## src/rtl/line_raster_engine.sv

```systemverilog
`default_nettype none
// ============================================================================
// Module   : line_raster_engine
// Purpose  : Bresenham line rasteriser. Converts one endpoint pair plus a
//            colour into a stream of frame-buffer pixel writes, one pixel per
//            non-stalled cycle, with frame clipping and a write-stall input.
// Revision : 1.0 - initial parametrised release
// ============================================================================
module line_raster_engine #(
  parameter int COORD_W = 8,
  parameter int FRAME_W = 240,
  parameter int FRAME_H = 160,
  parameter int ADR_W   = 16,
  parameter int COLOR_W = 9
) (
  input  logic               iClk,
  input  logic               iRst,
  input  logic               iGo,
  input  logic [COORD_W-1:0] iX0,
  input  logic [COORD_W-1:0] iY0,
  input  logic [COORD_W-1:0] iX1,
  input  logic [COORD_W-1:0] iY1,
  input  logic [COLOR_W-1:0] iColor,
  input  logic               iStall,
  output logic               oDone,
  output logic               oWrEn,
  output logic [ADR_W-1:0]   oAdr,
  output logic [COLOR_W-1:0] oColor
);

  // Error term width: wide enough that dx-dy and every update stay in range.
  localparam int EW = COORD_W + 2;
  localparam logic [COORD_W-1:0] C_ONE     = COORD_W'(1);
  localparam logic [ADR_W-1:0]   C_STRIDE  = ADR_W'(FRAME_W);

  typedef enum logic [1:0] {
    IDLE  = 2'd0,
    SETUP = 2'd1,
    DRAW  = 2'd2
  } state_t;

  state_t                state_q, state_d;
  logic [COORD_W-1:0]    x0_q, x0_d, y0_q, y0_d;
  logic [COORD_W-1:0]    x1_q, x1_d, y1_q, y1_d;
  logic [COORD_W-1:0]    x_q, x_d, y_q, y_d;
  logic [COORD_W-1:0]    dx_q, dx_d, dy_q, dy_d;
  logic                  sxn_q, sxn_d, syn_q, syn_d;
  logic signed [EW-1:0]  err_q, err_d;
  logic                  done_q, done_d;
  logic                  wren_q, wren_d;
  logic [ADR_W-1:0]      adr_q, adr_d;
  logic [COLOR_W-1:0]    color_q, color_d;

  // Step decision operands, one bit wider than err so 2*err cannot overflow.
  logic signed [EW:0]    e2;
  logic signed [EW:0]    dx_e;
  logic signed [EW:0]    dy_e;
  logic signed [EW:0]    err_t;
  logic                  in_frame;
  logic                  at_end;
  logic [ADR_W-1:0]      pix_adr;

  assign e2       = $signed({err_q, 1'b0});
  assign dx_e     = $signed({3'b000, dx_q});
  assign dy_e     = $signed({3'b000, dy_q});
  assign in_frame = (32'(x_q) < FRAME_W) && (32'(y_q) < FRAME_H);
  assign at_end   = (x_q == x1_q) && (y_q == y1_q);
  assign pix_adr  = ADR_W'(y_q) * C_STRIDE + ADR_W'(x_q);

  assign oDone  = done_q;
  assign oWrEn  = wren_q;
  assign oAdr   = adr_q;
  assign oColor = color_q;

  // Next-state, stepping and output-stage logic for the rasteriser FSM.
  always_comb begin
    state_d = state_q;
    x0_d    = x0_q;
    y0_d    = y0_q;
    x1_d    = x1_q;
    y1_d    = y1_q;
    x_d     = x_q;
    y_d     = y_q;
    dx_d    = dx_q;
    dy_d    = dy_q;
    sxn_d   = sxn_q;
    syn_d   = syn_q;
    err_d   = err_q;
    done_d  = done_q;
    wren_d  = 1'b0;
    adr_d   = adr_q;
    color_d = color_q;
    err_t   = {err_q[EW-1], err_q};

    case (state_q)
      IDLE: begin
        done_d = 1'b1;
        // Only a go seen while oDone is already high starts a line.
        if (iGo && done_q) begin
          x0_d    = iX0;
          y0_d    = iY0;
          x1_d    = iX1;
          y1_d    = iY1;
          color_d = iColor;
          done_d  = 1'b0;
          state_d = SETUP;
        end
      end

      SETUP: begin
        dx_d    = (x1_q >= x0_q) ? (x1_q - x0_q) : (x0_q - x1_q);
        dy_d    = (y1_q >= y0_q) ? (y1_q - y0_q) : (y0_q - y1_q);
        sxn_d   = (x1_q < x0_q);
        syn_d   = (y1_q < y0_q);
        err_d   = $signed({2'b00, dx_d}) - $signed({2'b00, dy_d});
        x_d     = x0_q;
        y_d     = y0_q;
        state_d = DRAW;
      end

      DRAW: begin
        if (!iStall) begin
          // Clipped points are iterated but never strobed.
          wren_d = in_frame;
          adr_d  = pix_adr;
          if (at_end) begin
            state_d = IDLE;
          end else begin
            if (e2 > -dy_e) begin
              err_t = err_t - dy_e;
              x_d   = sxn_q ? (x_q - C_ONE) : (x_q + C_ONE);
            end
            if (e2 < dx_e) begin
              err_t = err_t + dx_e;
              y_d   = syn_q ? (y_q - C_ONE) : (y_q + C_ONE);
            end
            err_d = err_t[EW-1:0];
          end
        end
      end

      default: begin
        state_d = IDLE;
      end
    endcase
  end

  // State and output registers; reset aborts any line in progress.
  always_ff @(posedge iClk) begin
    if (iRst) begin
      state_q <= IDLE;
      x0_q    <= '0;
      y0_q    <= '0;
      x1_q    <= '0;
      y1_q    <= '0;
      x_q     <= '0;
      y_q     <= '0;
      dx_q    <= '0;
      dy_q    <= '0;
      sxn_q   <= 1'b0;
      syn_q   <= 1'b0;
      err_q   <= '0;
      done_q  <= 1'b1;
      wren_q  <= 1'b0;
      adr_q   <= '0;
      color_q <= '0;
    end else begin
      state_q <= state_d;
      x0_q    <= x0_d;
      y0_q    <= y0_d;
      x1_q    <= x1_d;
      y1_q    <= y1_d;
      x_q     <= x_d;
      y_q     <= y_d;
      dx_q    <= dx_d;
      dy_q    <= dy_d;
      sxn_q   <= sxn_d;
      syn_q   <= syn_d;
      err_q   <= err_d;
      done_q  <= done_d;
      wren_q  <= wren_d;
      adr_q   <= adr_d;
      color_q <= color_d;
    end
  end

endmodule
`default_nettype wire

```

## config.mk

```make
export PLATFORM = sky130hd
export DESIGN_NAME = line_raster_engine
export DESIGN_NICKNAME = d
export VERILOG_FILES = /design/src/rtl/line_raster_engine.sv
export SDC_FILE = /design/constraint.sdc
export NUM_CORES = 1
export LEC_CHECK = 0
export CORE_MARGIN = 2
export CORE_UTILIZATION = 25
export DETAILED_ROUTE_END_ITERATION = 16
export PLACE_DENSITY_LB_ADDON = 0.25
export SKIP_CTS_REPAIR_TIMING = 1
export SYNTH_ARGS = -nofsm -noshare
export SYNTH_HDL_FRONTEND = slang
export SYNTH_SLANG_ARGS = --single-unit
```

## constraint.sdc

```tcl
create_clock -name iClk -period 5.2 [get_ports iClk]
set_input_delay 1.04 -clock iClk [delete_from_list [all_inputs] [get_ports iClk]]
set_output_delay 1.04 -clock iClk [all_outputs]
set_load 0.1 [all_outputs]
```

# Word level (Yosys, flattened, before mapping)
# Cells that the tools add are included.
[totals] register_bits=105 in_bits=45 output_inout_bits=27 elab_cells=87
[classes] addsub=13 multipliers=1 order_cmp=8 eq_ne=10 mux=25 bitwise=2 reduce_logical=12
[op_table] operator="two-way mux 8 bit" count=10
[op_table] operator="two-way mux 10 bit" count=7
[op_table] operator="case mux 8 bit (2 select lines)" count=2
[op_table] operator="subtractor 8 bit" count=4
[op_table] operator="case mux 10 bit (2 select lines)" count=1
[op_table] operator="adder 16 x 8 -> 16 bit" count=1
[op_table] operator="adder 8 x 1 -> 8 bit (second input constant)" count=2
[op_table] operator="equality test 8 bit" count=2
[op_table] operator=">= comparator 8 bit" count=2
[op_table] operator="less-than comparator 8 bit" count=2
[op_table] operator="less-than comparator 8 bit (second input constant)" count=2
[op_table] operator="subtractor 8 x 1 -> 8 bit (second input constant)" count=2
[op_table] operator="multiplier 8 x 4 -> 12 bit (second input constant)" count=1
[op_table] operator="!= test 2 bit (second input constant)" count=6
[op_table] operator="greater-than comparator 11 bit" count=1
[op_table] operator="less-than comparator 11 x 9 -> 1 bit" count=1
[op_table] operator="negator 8 -> 11 bit" count=1
[op_table] operator="adder 10 x 9 -> 10 bit" count=1
[op_table] operator="subtractor 10 x 9 -> 10 bit" count=1
[op_table] operator="subtractor 8 x 8 -> 9 bit" count=1
[op_table] operator="AND reduction 4 bit" count=2
[op_table] operator="two-way mux 2 bit" count=3
[op_table] operator="case mux 2 bit (3 select lines)" count=1
[op_table] operator="AND reduction 3 bit" count=2
[op_table] operator="other kinds (9)" count=13

# Depth between registers and ports, before layout
# Gate-level depths: netlist of the first run.
[depth] word_depth=11 depth_mapped=23 mapped_depth_nobuf=23

# Least setup slack after synthesis of the first run
# Ideal clock, no wire load.
[synth_path] kind="register to register" from="register dy_q[3]" to="register err_q[6]" setup_ps=117 arrival_time_ps=4019 t_required_ps=5083 setup_slack_ps=1063 stages_incl_launch_ff=20 path_buffers=0 period_less_slack_ps=4137 cell_sequence="dfxtp_1 -> inv_1 -> nand4_1 -> or4_1 -> xnor2_1 -> ha_1 -> nand4_1 -> nor3_1 -> a2111oi_2 -> a21oi_2 -> mux2_2 -> ha_1 -> nor2b_1 -> o21ai_0 -> nand2b_1 -> a21o_1 -> a21oi_1 -> xor2_1 -> a311oi_1 -> a32o_1"
[synth_via] elab_chain_len=11 elab_cells_between_ends=12 cone_classes="add/sub: 3; order compare: 1; mux: 8"
[synth_rtl] element="start, declared" line_no="46" source="logic [COORD_W-1:0] dx_q, dx_d, dy_q, dy_d;"
[synth_rtl] element="start signal, assigned" line_no="176" source="dy_q <= dy_d;"
[synth_rtl] element="negator 8 -> 11 bit" line_no="129" source="if (e2 > -dy_e) begin"
[synth_rtl] element="greater-than comparator 11 bit" line_no="129"
[synth_rtl] element="two-way mux 10 bit *" line_no="129"
[synth_rtl] element="two-way mux 10 bit *" line_no="126" source="if (at_end) begin"
[synth_rtl] element="two-way mux 10 bit *" line_no="122" source="if (!iStall) begin"
[synth_rtl] element="two-way mux 10 bit *" line_no="95" source="case (state_q)"
[synth_rtl] element="adder 10 x 9 -> 10 bit" line_no="134" source="err_t = err_t + dx_e;"
[synth_rtl] element="two-way mux 10 bit *" line_no="133" source="if (e2 < dx_e) begin"
[synth_rtl] element="two-way mux 10 bit *" line_no="126"
[synth_rtl] element="two-way mux 10 bit *" line_no="122"
[synth_rtl] element="case mux 10 bit (2 select lines) *" line_no="95"
[synth_rtl] element="end signal, assigned" line_no="179" source="err_q <= err_d;"
[synth_rtl] element="end, declared" line_no="48" source="logic signed [EW-1:0] err_q, err_d;"
# Every way passes the cells marked *; elsewhere a longest branch is shown, timed or not. The select of a mux whose other input is x is not followed.
# A chain may end at the register's enable or synchronous reset.

# Worst setup path after layout of the first run
[layout_path] from="register dy_q[2]" to="register err_q[6]"
# Same word-level chain as after synthesis.

==> flow_metrics.env, run 1 <==
export IMPL_area_delta_synth_final_pct=17.3
export IMPL_cp_data_arrival_time_ns=4.91
export IMPL_cts_tree="done"
export IMPL_final_cell_mix="165 x nand2_1, 106 x a21oi_1, 105 x dfxtp_1"
export IMPL_post_route_util_pct=29.9
export IMPL_track_usage_pct=14.0
export IMPL_ios=72
export IMPL_hp_start="oAdr[3]"
export IMPL_netlist_area_mm2=0.00859
export IMPL_cp_required_ns=5.46
export IMPL_ys_seq_area_share_pct=24.5
export IMPL_grt_pass1_wl_mm=39.9
export IMPL_hold_violations=0
export IMPL_cts_root_buf="clkbuf_16"
export IMPL_seqCellArea_mm2=0.00210
export IMPL_whs_path_depth=2
export IMPL_synth_mux_area_share_pct=2.58
export IMPL_grt_max_degree=60
export IMPL_synthAdderAreaFrac_pct=20.5
export IMPL_num_rows=67
export IMPL_firstDrtPassIters=5
export IMPL_yosys_area_share_simple_pct=18.0
export IMPL_period_minus_slack_ns=4.65
export IMPL_numCtsBuffers=9
export IMPL_routedWlPerCell_um=15.5
export IMPL_multiInputGateArea_mm2=0.00601
export IMPL_synth_top_family_by_area="compound AO/OA/AOI/OAI gates"
export IMPL_die_area_mm2=0.0359
export IMPL_cts_sinks=105
export IMPL_ir_worst_vdd_v=0.000170
export IMPL_fin_nets=1302
export IMPL_path_clk_slew_ns=0.07
export IMPL_drcViolationCount=0
export IMPL_grt_antenna_before_repair=0
export IMPL_synth_distinct_cells=72
export IMPL_num_vias=7512
export IMPL_clk_latency_ns=0.36
export IMPL_slew_violations=0
export IMPL_finClkSkew_ns=0.0113
export IMPL_critPathLaunchType="flip-flop"
export IMPL_start_util_pct=25.5
export IMPL_path_class="flip-flop to flip-flop"
export IMPL_fill_cells=3675
export IMPL_ys_ff_latch=105
export IMPL_syn_nets=1250
export IMPL_end_kind="flip-flop"
export IMPL_wl_mm=24.5
export IMPL_cts_htree_levels=3
export IMPL_grt_overflow=0
export IMPL_ant_nets=0
export IMPL_port_buffers=71
export IMPL_max_freq_mhz=215
export IMPL_synth_ff_type="dfxtp_1"
export IMPL_coreArea_mm2=0.0337
export IMPL_layout_drive_gt1_share_pct=5.20
export IMPL_final_common_cell="nand2_1"
export IMPL_final_setup_viol_count=0
export IMPL_status="completed"
export IMPL_synth_xor_area_share_pct=7.55
export IMPL_avgSynthCellArea_um2=7.97
export IMPL_rsz0062_at_grt="no"
export IMPL_synth_compound_area_share_pct=21.3
export IMPL_viasPerCell=4.75
export IMPL_dp_final_hpwl_mm=19.1
export IMPL_synth_cells=1078
export IMPL_die_w_um=189
export IMPL_cp_max_fo=8
export IMPL_cp_startpoint="dy_q[2]"
export IMPL_p_leak_nw=4.05
export IMPL_synth_async_reset_ratio_pct=0
export IMPL_power_per_cell_area_mw_per_mm2=397
export IMPL_yosysWarningCount=0
export IMPL_rr_worst_depth=19
export IMPL_tightest_slew_ns=1.00
export IMPL_drt_iter0_markers=405
export IMPL_die_h_um=189
export IMPL_antenna_cells=0
export IMPL_period_share_pct=89.4
export IMPL_timing_slew_headroom_pct=32.8
export IMPL_min_path_type="flip-flop to flip-flop"
export IMPL_clk_path_buf_depth=2
export IMPL_place_congestion=0.809
export IMPL_p_total_mw=4.00
export IMPL_r2r_start="dy_q[2]"
export IMPL_cap_violations=0
export IMPL_setup_tns_ns=0
export IMPL_synth_edf_count=0
export IMPL_grt_pass1_vias=7421
## cells in the mapped netlist, drive strengths merged (4+ instances only)
| master | instances | area, um^2 |
|---|---|---|
| xor2 | 38 | 333 |
| o21a | 10 | 75.1 |
| inv | 86 | 323 |
| a211oi | 29 | 218 |
| a21o | 16 | 121 |
| nor3 | 17 | 85.1 |
| nor2b | 16 | 100 |
| nor4 | 6 | 37.5 |
| o2111ai | 4 | 35.0 |
| nand2b | 12 | 75.1 |
| nor2 | 71 | 274 |
| o21bai | 4 | 30.0 |
| xnor2 | 36 | 315 |
| mux2i | 9 | 90.1 |
| a31oi | 9 | 68.8 |
| nand2 | 166 | 626 |
| buf | 6 | 28.8 |
| nand4 | 9 | 62.6 |
| o21ai | 48 | 248 |
| dfxtp | 105 | 2100 |
| o31ai | 6 | 45.0 |
| a311oi | 8 | 70.1 |
| or3 | 4 | 25.0 |
| o211ai | 5 | 37.5 |
| mux2 | 11 | 131 |
| clkbuf | 34 | 128 |
| a21oi | 109 | 557 |
| nand3 | 20 | 100 |
| ha | 104 | 1300 |
| and2 | 6 | 37.5 |
| fa | 23 | 460 |
## per-layer routing
metal / GRT usage (%) / routed length [um]
met1: 17.7 / 11500
met2: 24.2 / 11700
met3: 2.11 / 855
met4: 4.47 / 492
met5: 0 / 0
## stage by stage
stage               cell area (um^2)  hold WS [ns]  setup slack (ns)  cells
CTS                            10100         0.460             0.546   1582
finish                         10100         0.456             0.551   1582
floorplan                       8590         0.446              1.06   1078
global route                   10100         0.471             0.121   1582
global placement                9780         0.445             0.669   1567
detailed placement              9780         0.450             0.570   1567
## critical path: stages, from the launching register on
cell and delay, ns:
dfxtp_1 0.34, inv_1 0.13, nand4_1 0.16, or4_1 0.49
xnor2_1 0.16, ha_1 0.30, nand4_1 0.11, nor3_1 0.26
a2111oi_2 0.10, a21oi_2 0.43, mux2_2 0.41, ha_1 0.31
nor2b_1 0.15, o21ai_0 0.15, nand2b_1 0.13, a21o_1 0.20
a21oi_1 0.17, xor2_1 0.16, a311oi_1 0.12, a32o_1 0.25
## final cells by class
| cell class | instances | area share (%) |
|---|---|---|
| Multi-Input combinational cell | 847 | 59.7 |
| Inverter | 86 | 3.20 |
| Tap cell | 448 | 5.56 |
| Timing Repair Buffer | 81 | 7.77 |
| Sequential cell | 105 | 20.9 |
| Clock inverter | 4 | 0.509 |
| Clock buffer | 11 | 2.41 |
## cell families after synthesis
kind of cell             Yosys count
multiplexers                      20
AO/OA/AOI/OAI                    284
flip-flops                       105
buffers and inverters            126
adder cells (fa/ha/maj)          127
AND/OR/NAND/NOR                  342
XOR/XNOR                          74
## sequential cells by signal, summed over array words and instances (netlist names), 2 cells and up
signal and flops:
x1_q 8, x_q 8, y_q 8, state_q 2, dx_q 8, err_q 10
oColor 9, oAdr 16, x0_q 8, y1_q 8, y0_q 8, dy_q 8
## report_power, final
part	internal (mW)	switching (mW)
clock	0.386	0.325
combinational	0.953	1.33
sequential	0.880	0.133
## path summary, 6_finish.rpt
| path | slack [ns] | end |
|---|---|---|
| setup / recovery | 0.55 | err_q[6] |
| hold / removal | 0.46 | oAdr[3] |
| setup reg to reg | 0.55 | err_q[6] |
| hold reg to reg | 0.46 | oAdr[3] |
No activity file was read; power rests on OpenSTA's default activity.
==> run 2: changes to the inputs <==
- CTS_BUF_LIST: not set -> sky130_fd_sc_hd__clkbuf_8
==> flow_metrics.env, run 2 (same netlist as run 1, synthesis figures left out) <==
export IMPL_critPathSlowestCell="o41ai_1"
export IMPL_grt_overflow=0
export IMPL_dpl_cell_area_mm2=0.00978
export IMPL_tightest_slew_ns=1.00
export IMPL_routedWlPerCell_um=15.5
export IMPL_busiest_layer="met2"
export IMPL_rsz0062_at_grt="no"
export IMPL_die_w_um=189
export IMPL_crit_buf_inv=2
export IMPL_firstDrtPassIters=8
export IMPL_largest_reg_flops=16
export IMPL_drt_iter0_markers=428
export IMPL_grt_max_degree=60
export IMPL_end_kind="flip-flop"
export IMPL_use_met3_pct=2.02
export IMPL_cts_htree_levels=3
export IMPL_cp_max_fo=8
export IMPL_grtUsageMet1_pct=17.6
export IMPL_die_area_mm2=0.0359
export IMPL_period_share_pct=89.5
export IMPL_crit_family="compound AO/OA/AOI/OAI gates"
export IMPL_slew_violations=0
export IMPL_grt_pass1_wl_mm=39.9
export IMPL_path_clk_slew_ns=0.11
export IMPL_final_setup_viol_count=0
export IMPL_final_common_cell="nand2_1"
export IMPL_cts_sinks=105
export IMPL_setup_tns_ns=0
export IMPL_fin_nets=1302
export IMPL_power_per_cell_area_mw_per_mm2=384
export IMPL_ir_worst_vdd_v=0.000149
export IMPL_status="completed"
export IMPL_viasPerCell=4.74
export IMPL_slowest_delay_ns=0.64
export IMPL_path_cells="inv_1 > nand4_1 > or4_1 > xnor2_1 > ha_1 > nand4_1 > o41ai_1 > a21oi_2 > mux2i_1 > inv_1 > ha_1 > a21o_1 > a21oi_1 > nor2_1 > o211a_1 > o21ai_0 > nor2_1 > nand4bb_1 > o211ai_1"
export IMPL_cap_violations=0
export IMPL_grt_antenna_before_repair=0
export IMPL_ant_nets=0
export IMPL_place_congestion=0.809
export IMPL_track_usage_pct=13.9
export IMPL_path_class="flip-flop to flip-flop"
export IMPL_num_rows=67
export IMPL_drcViolationCount=0
export IMPL_start_util_pct=25.5
export IMPL_clk_latency_ns=0.39
export IMPL_die_h_um=189
export IMPL_port_buffers=71
export IMPL_min_path_type="flip-flop to flip-flop"
export IMPL_finClkSkew_ns=0.0139
export IMPL_p_leak_nw=4.01
export IMPL_dp_final_hpwl_mm=19.1
export IMPL_timing_slew_headroom_pct=32.8
export IMPL_grt_pass1_vias=7452
export IMPL_coreArea_mm2=0.0337
export IMPL_cp_required_ns=5.48
export IMPL_cp_data_arrival_time_ns=4.93
export IMPL_wl_mm=24.6
export IMPL_area_delta_synth_final_pct=16.2
export IMPL_numCtsBuffers=9
export IMPL_layout_drive_gt1_share_pct=5.20
export IMPL_num_vias=7502
export IMPL_final_cell_mix="165 x nand2_1, 106 x a21oi_1, 105 x dfxtp_1"
export IMPL_ios=72
export IMPL_grtUsageMet2_pct=24.3
export IMPL_max_freq_mhz=215
export IMPL_clk_path_buf_depth=2
export IMPL_period_minus_slack_ns=4.65
export IMPL_cts_root_buf="clkbuf_8"
export IMPL_whs_ns=0.459
export IMPL_cts_tree="done"
export IMPL_design_area_mm2=0.00998
export IMPL_hold_violations=0
export IMPL_critPathLaunchType="flip-flop"
-- run 2: changes by cell type in the layout (fill, tap and decap cells not counted), sizes merged --
cell,change
inv,+1
diode,+1
clkbuf,-1
-- run 2: final timing paths --
| path | start | end | slack [ns] | cells past startpoint |
|---|---|---|---|---|
| setup / recovery | dy_q[2] | err_q[9] | 0.55 | 19 |
| hold / removal | oAdr[3] | oAdr[3] | 0.46 | 2 |
| setup reg to reg | dy_q[2] | err_q[9] | 0.55 | 19 |
| hold reg to reg | oAdr[3] | oAdr[3] | 0.46 | 2 |
-- run 2: metal layers --
metal	up-vias	share of wire (%)	wire, um
met5	-	0	0
met4	0	1.7	429
met3	19	3.1	752
met2	105	48	11700
met1	3516	47	11600
li1	3862	-	-
-- run 2: power breakdown --
part	switching, mW	total [mW]	leakage, nW	internal (mW)
registers	0.133	1.01	0.857	0.880
logic	1.33	2.28	3.05	0.952
clock network	0.302	0.535	0.100	0.233
-- run 2: final cells by class --
type | count | area (um^2)
Inverter | 86 | 323
Clock buffer | 10 | 138
Timing Repair Buffer | 81 | 783
Clock inverter | 5 | 55.1
Tap cell | 448 | 561
Antenna cell | 1 | 2.50
Fill cell | 3691 | 23700
Multi-Input combinational cell | 847 | 6010
Sequential cell | 105 | 2100
-- run 2: through the flow --
stage               setup slack [ns]  util, %  std cells  total power, mW
floorplan                       1.06        -       1078             2.76
finish                         0.546     29.6       1583             3.83
detailed placement             0.570     29.0       1567             3.30
CTS                            0.539     29.6       1582             3.86
global route                   0.115     29.6       1582             4.17
global placement               0.669     29.0       1567             3.30
-- run 2: worst reg2reg max path: stages, from the launching register on --
cell and delay, ns:
dfxtp_1 0.36, inv_1 0.13, nand4_1 0.16, or4_1 0.49
xnor2_1 0.16, ha_1 0.30, nand4_1 0.11, o41ai_1 0.64
a21oi_2 0.22, mux2i_1 0.32, inv_1 0.11, ha_1 0.28
a21o_1 0.18, a21oi_1 0.25, nor2_1 0.11, o211a_1 0.22
o21ai_0 0.24, nor2_1 0.07, nand4bb_1 0.12, o211ai_1 0.08
==> run 3: changes to the inputs <==
--- a/config.mk
+++ b/config.mk
@@ -7,3 +7,3 @@
 export LEC_CHECK = 0
-export CORE_MARGIN = 2
+export CORE_MARGIN = 4
 export CORE_UTILIZATION = 25
==> constraint.sdc (replaced) <==
create_clock -name iClk -period 5.2 [get_ports iClk]
set_input_delay 1.56 -clock iClk [delete_from_list [all_inputs] [get_ports iClk]]
set_output_delay 1.56 -clock iClk [all_outputs]
set_load 0.1 [all_outputs]
==> flow_metrics.env, run 3 (same netlist as run 1, synthesis figures left out) <==
export IMPL_status="completed"
export IMPL_cp_data_arrival_time_ns=4.92
export IMPL_max_freq_mhz=216
export IMPL_grt_antenna_before_repair=0
export IMPL_cp_max_fo=8
export IMPL_start_util_pct=25.5
export IMPL_viasPerCell=4.71
export IMPL_firstDrtPassIters=5
export IMPL_layout_drive_gt1_share_pct=5.46
export IMPL_r2r_start="dy_q[3]"
export IMPL_antenna_cells=0
export IMPL_numCtsBuffers=9
export IMPL_rsz0062_at_grt="no"
export IMPL_num_rows=67
export IMPL_period_minus_slack_ns=4.64
export IMPL_path_cells="inv_1 > nand4_1 > or4_1 > xnor2_1 > ha_1 > nand4_1 > o41ai_1 > a21oi_2 > mux2i_1 > inv_1 > ha_1 > a21o_1 > a21oi_1 > nor2_1 > o211a_1 > o21ai_0 > nor2_1 > nand4bb_1 > o211ai_1"
export IMPL_cts_root_buf="clkbuf_8"
export IMPL_num_vias=7457
export IMPL_hp_start="oAdr[2]"
export IMPL_hold_end="oAdr[2]"
export IMPL_crit_family="compound AO/OA/AOI/OAI gates"
export IMPL_drt_iter0_markers=454
export IMPL_dp_final_hpwl_mm=19.1
export IMPL_wl_mm=24.4
export IMPL_die_area_mm2=0.0374
export IMPL_min_path_type="flip-flop to flip-flop"
export IMPL_timing_slew_headroom_pct=32.9
export IMPL_crit_buf_inv=2
export IMPL_track_usage_pct=13.1
export IMPL_dpl_cell_area_mm2=0.00979
export IMPL_final_common_cell="nand2_1"
export IMPL_rr_worst_depth=19
export IMPL_finClkSkew_ns=0.0212
export IMPL_die_h_um=193
export IMPL_largest_reg_flops=16
export IMPL_drcViolationCount=0
export IMPL_fin_nets=1303
export IMPL_area_delta_synth_final_pct=16.7
export IMPL_grt_pass1_vias=7517
export IMPL_critPathSlowestCell="o41ai_1"
export IMPL_reg2reg_slack_ns=0.56
export IMPL_tightest_slew_ns=1.00
export IMPL_end_kind="flip-flop"
export IMPL_cap_violations=0
export IMPL_port_buffers=71
export IMPL_cts_sinks=105
export IMPL_die_w_um=193
export IMPL_ir_worst_vdd_v=0.000136
export IMPL_timing_rr_end="err_q[9]"
export IMPL_whs_path_depth=2
export IMPL_grt_overflow=0
export IMPL_setup_tns_ns=0
export IMPL_design_area_mm2=0.0100
export IMPL_p_leak_nw=4.03
export IMPL_critPathLaunchType="flip-flop"
export IMPL_place_congestion=0.853
export IMPL_final_cell_mix="165 x nand2_1, 106 x a21oi_1, 105 x dfxtp_1"
export IMPL_power_per_cell_area_mw_per_mm2=388
export IMPL_coreArea_mm2=0.0337
export IMPL_hold_violations=0
export IMPL_final_setup_viol_count=0
export IMPL_period_share_pct=89.1
export IMPL_ios=72
export IMPL_cp_required_ns=5.48
export IMPL_clk_latency_ns=0.41
export IMPL_grt_max_degree=55
export IMPL_routedWlPerCell_um=15.4
export IMPL_slew_violations=0
export IMPL_path_class="flip-flop to flip-flop"
export IMPL_whs_ns=0.462
export IMPL_grt_pass1_wl_mm=40.8
export IMPL_slowest_delay_ns=0.63
export IMPL_clk_path_buf_depth=2
export IMPL_cts_htree_levels=3
export IMPL_ant_nets=0
export IMPL_path_clk_slew_ns=0.11
export IMPL_cts_tree="done"
==> run 3: cell count changes in the layout (fill, tap and decap cells not counted) <==
cell | before | now
clkbuf_8 | 10 | 9
clkinv_2 | 1 | 0
bufinv_16 | 1 | 2
inv_1 | 87 | 86
diode_2 | 1 | 0
clkinv_4 | 0 | 1
clkinv_8 | 0 | 1
inv_8 | 0 | 1
buf_4 | 11 | 12
==> run 3: worst register-to-register path, cell delays in order, from the launching register on <==
cell	delay, ns
dfxtp_1	0.33
inv_1	0.14
nand4_1	0.19
or4_1	0.49
xnor2_1	0.16
ha_1	0.30
nand4_1	0.12
o41ai_1	0.63
a21oi_2	0.20
mux2i_1	0.30
inv_1	0.10
ha_1	0.27
a21o_1	0.17
a21oi_1	0.30
nor2_1	0.13
o211a_1	0.23
o21ai_0	0.21
nor2_1	0.07
nand4bb_1	0.10
o211ai_1	0.09
==> run 3: area by class of cell <==
class	count	area, um^2
fill	3646	23700
multi-input combinational	847	6010
sequential	105	2100
timing repair buffer	82	791
tap	448	561
inverter	86	323
clock buffer	9	124
clock inverter	7	113
==> run 3: how the worst max path moves through the flow <==
stage | startpoint | endpoint | cells after the start
2_1_floorplan | dy_q[3] | err_q[6] | 19
6_report | dy_q[3] | err_q[9] | 19
4_1_cts | dy_q[3] | err_q[9] | 19
3_3_place_gp | dy_q[3] | err_q[6] | 19
3_5_place_dp | dy_q[3] | err_q[9] | 19
5_1_grt | dy_q[3] | err_q[9] | 19
==> run 3: through the flow <==
step	total power, mW	utilization (%)	worst slack (ns)	cells
after floorplan	2.76	-	1.06	1078
after global placement	3.28	29.0	0.700	1568
after detailed placement	3.29	29.0	0.611	1568
after CTS	3.93	29.8	0.575	1584
after global routing	4.29	29.8	0.0596	1584
final	3.89	29.8	0.565	1584
==> run 3: where the power goes <==
part           switching (mW)  internal (mW)  leakage [nW]  total [mW]
Clock                   0.333          0.281         0.115       0.614
Combinational            1.32          0.953          3.06        2.27
Sequential              0.125          0.880         0.857        1.01
==> run 3: routing by layer <==
metal,global-route usage [%],wire length [um],up-vias
met4,4.33,613,0
met3,1.72,683,29
met5,0,0,-
li1,-,-,3865
met1,17.0,11500,3462
met2,22.7,11600,101
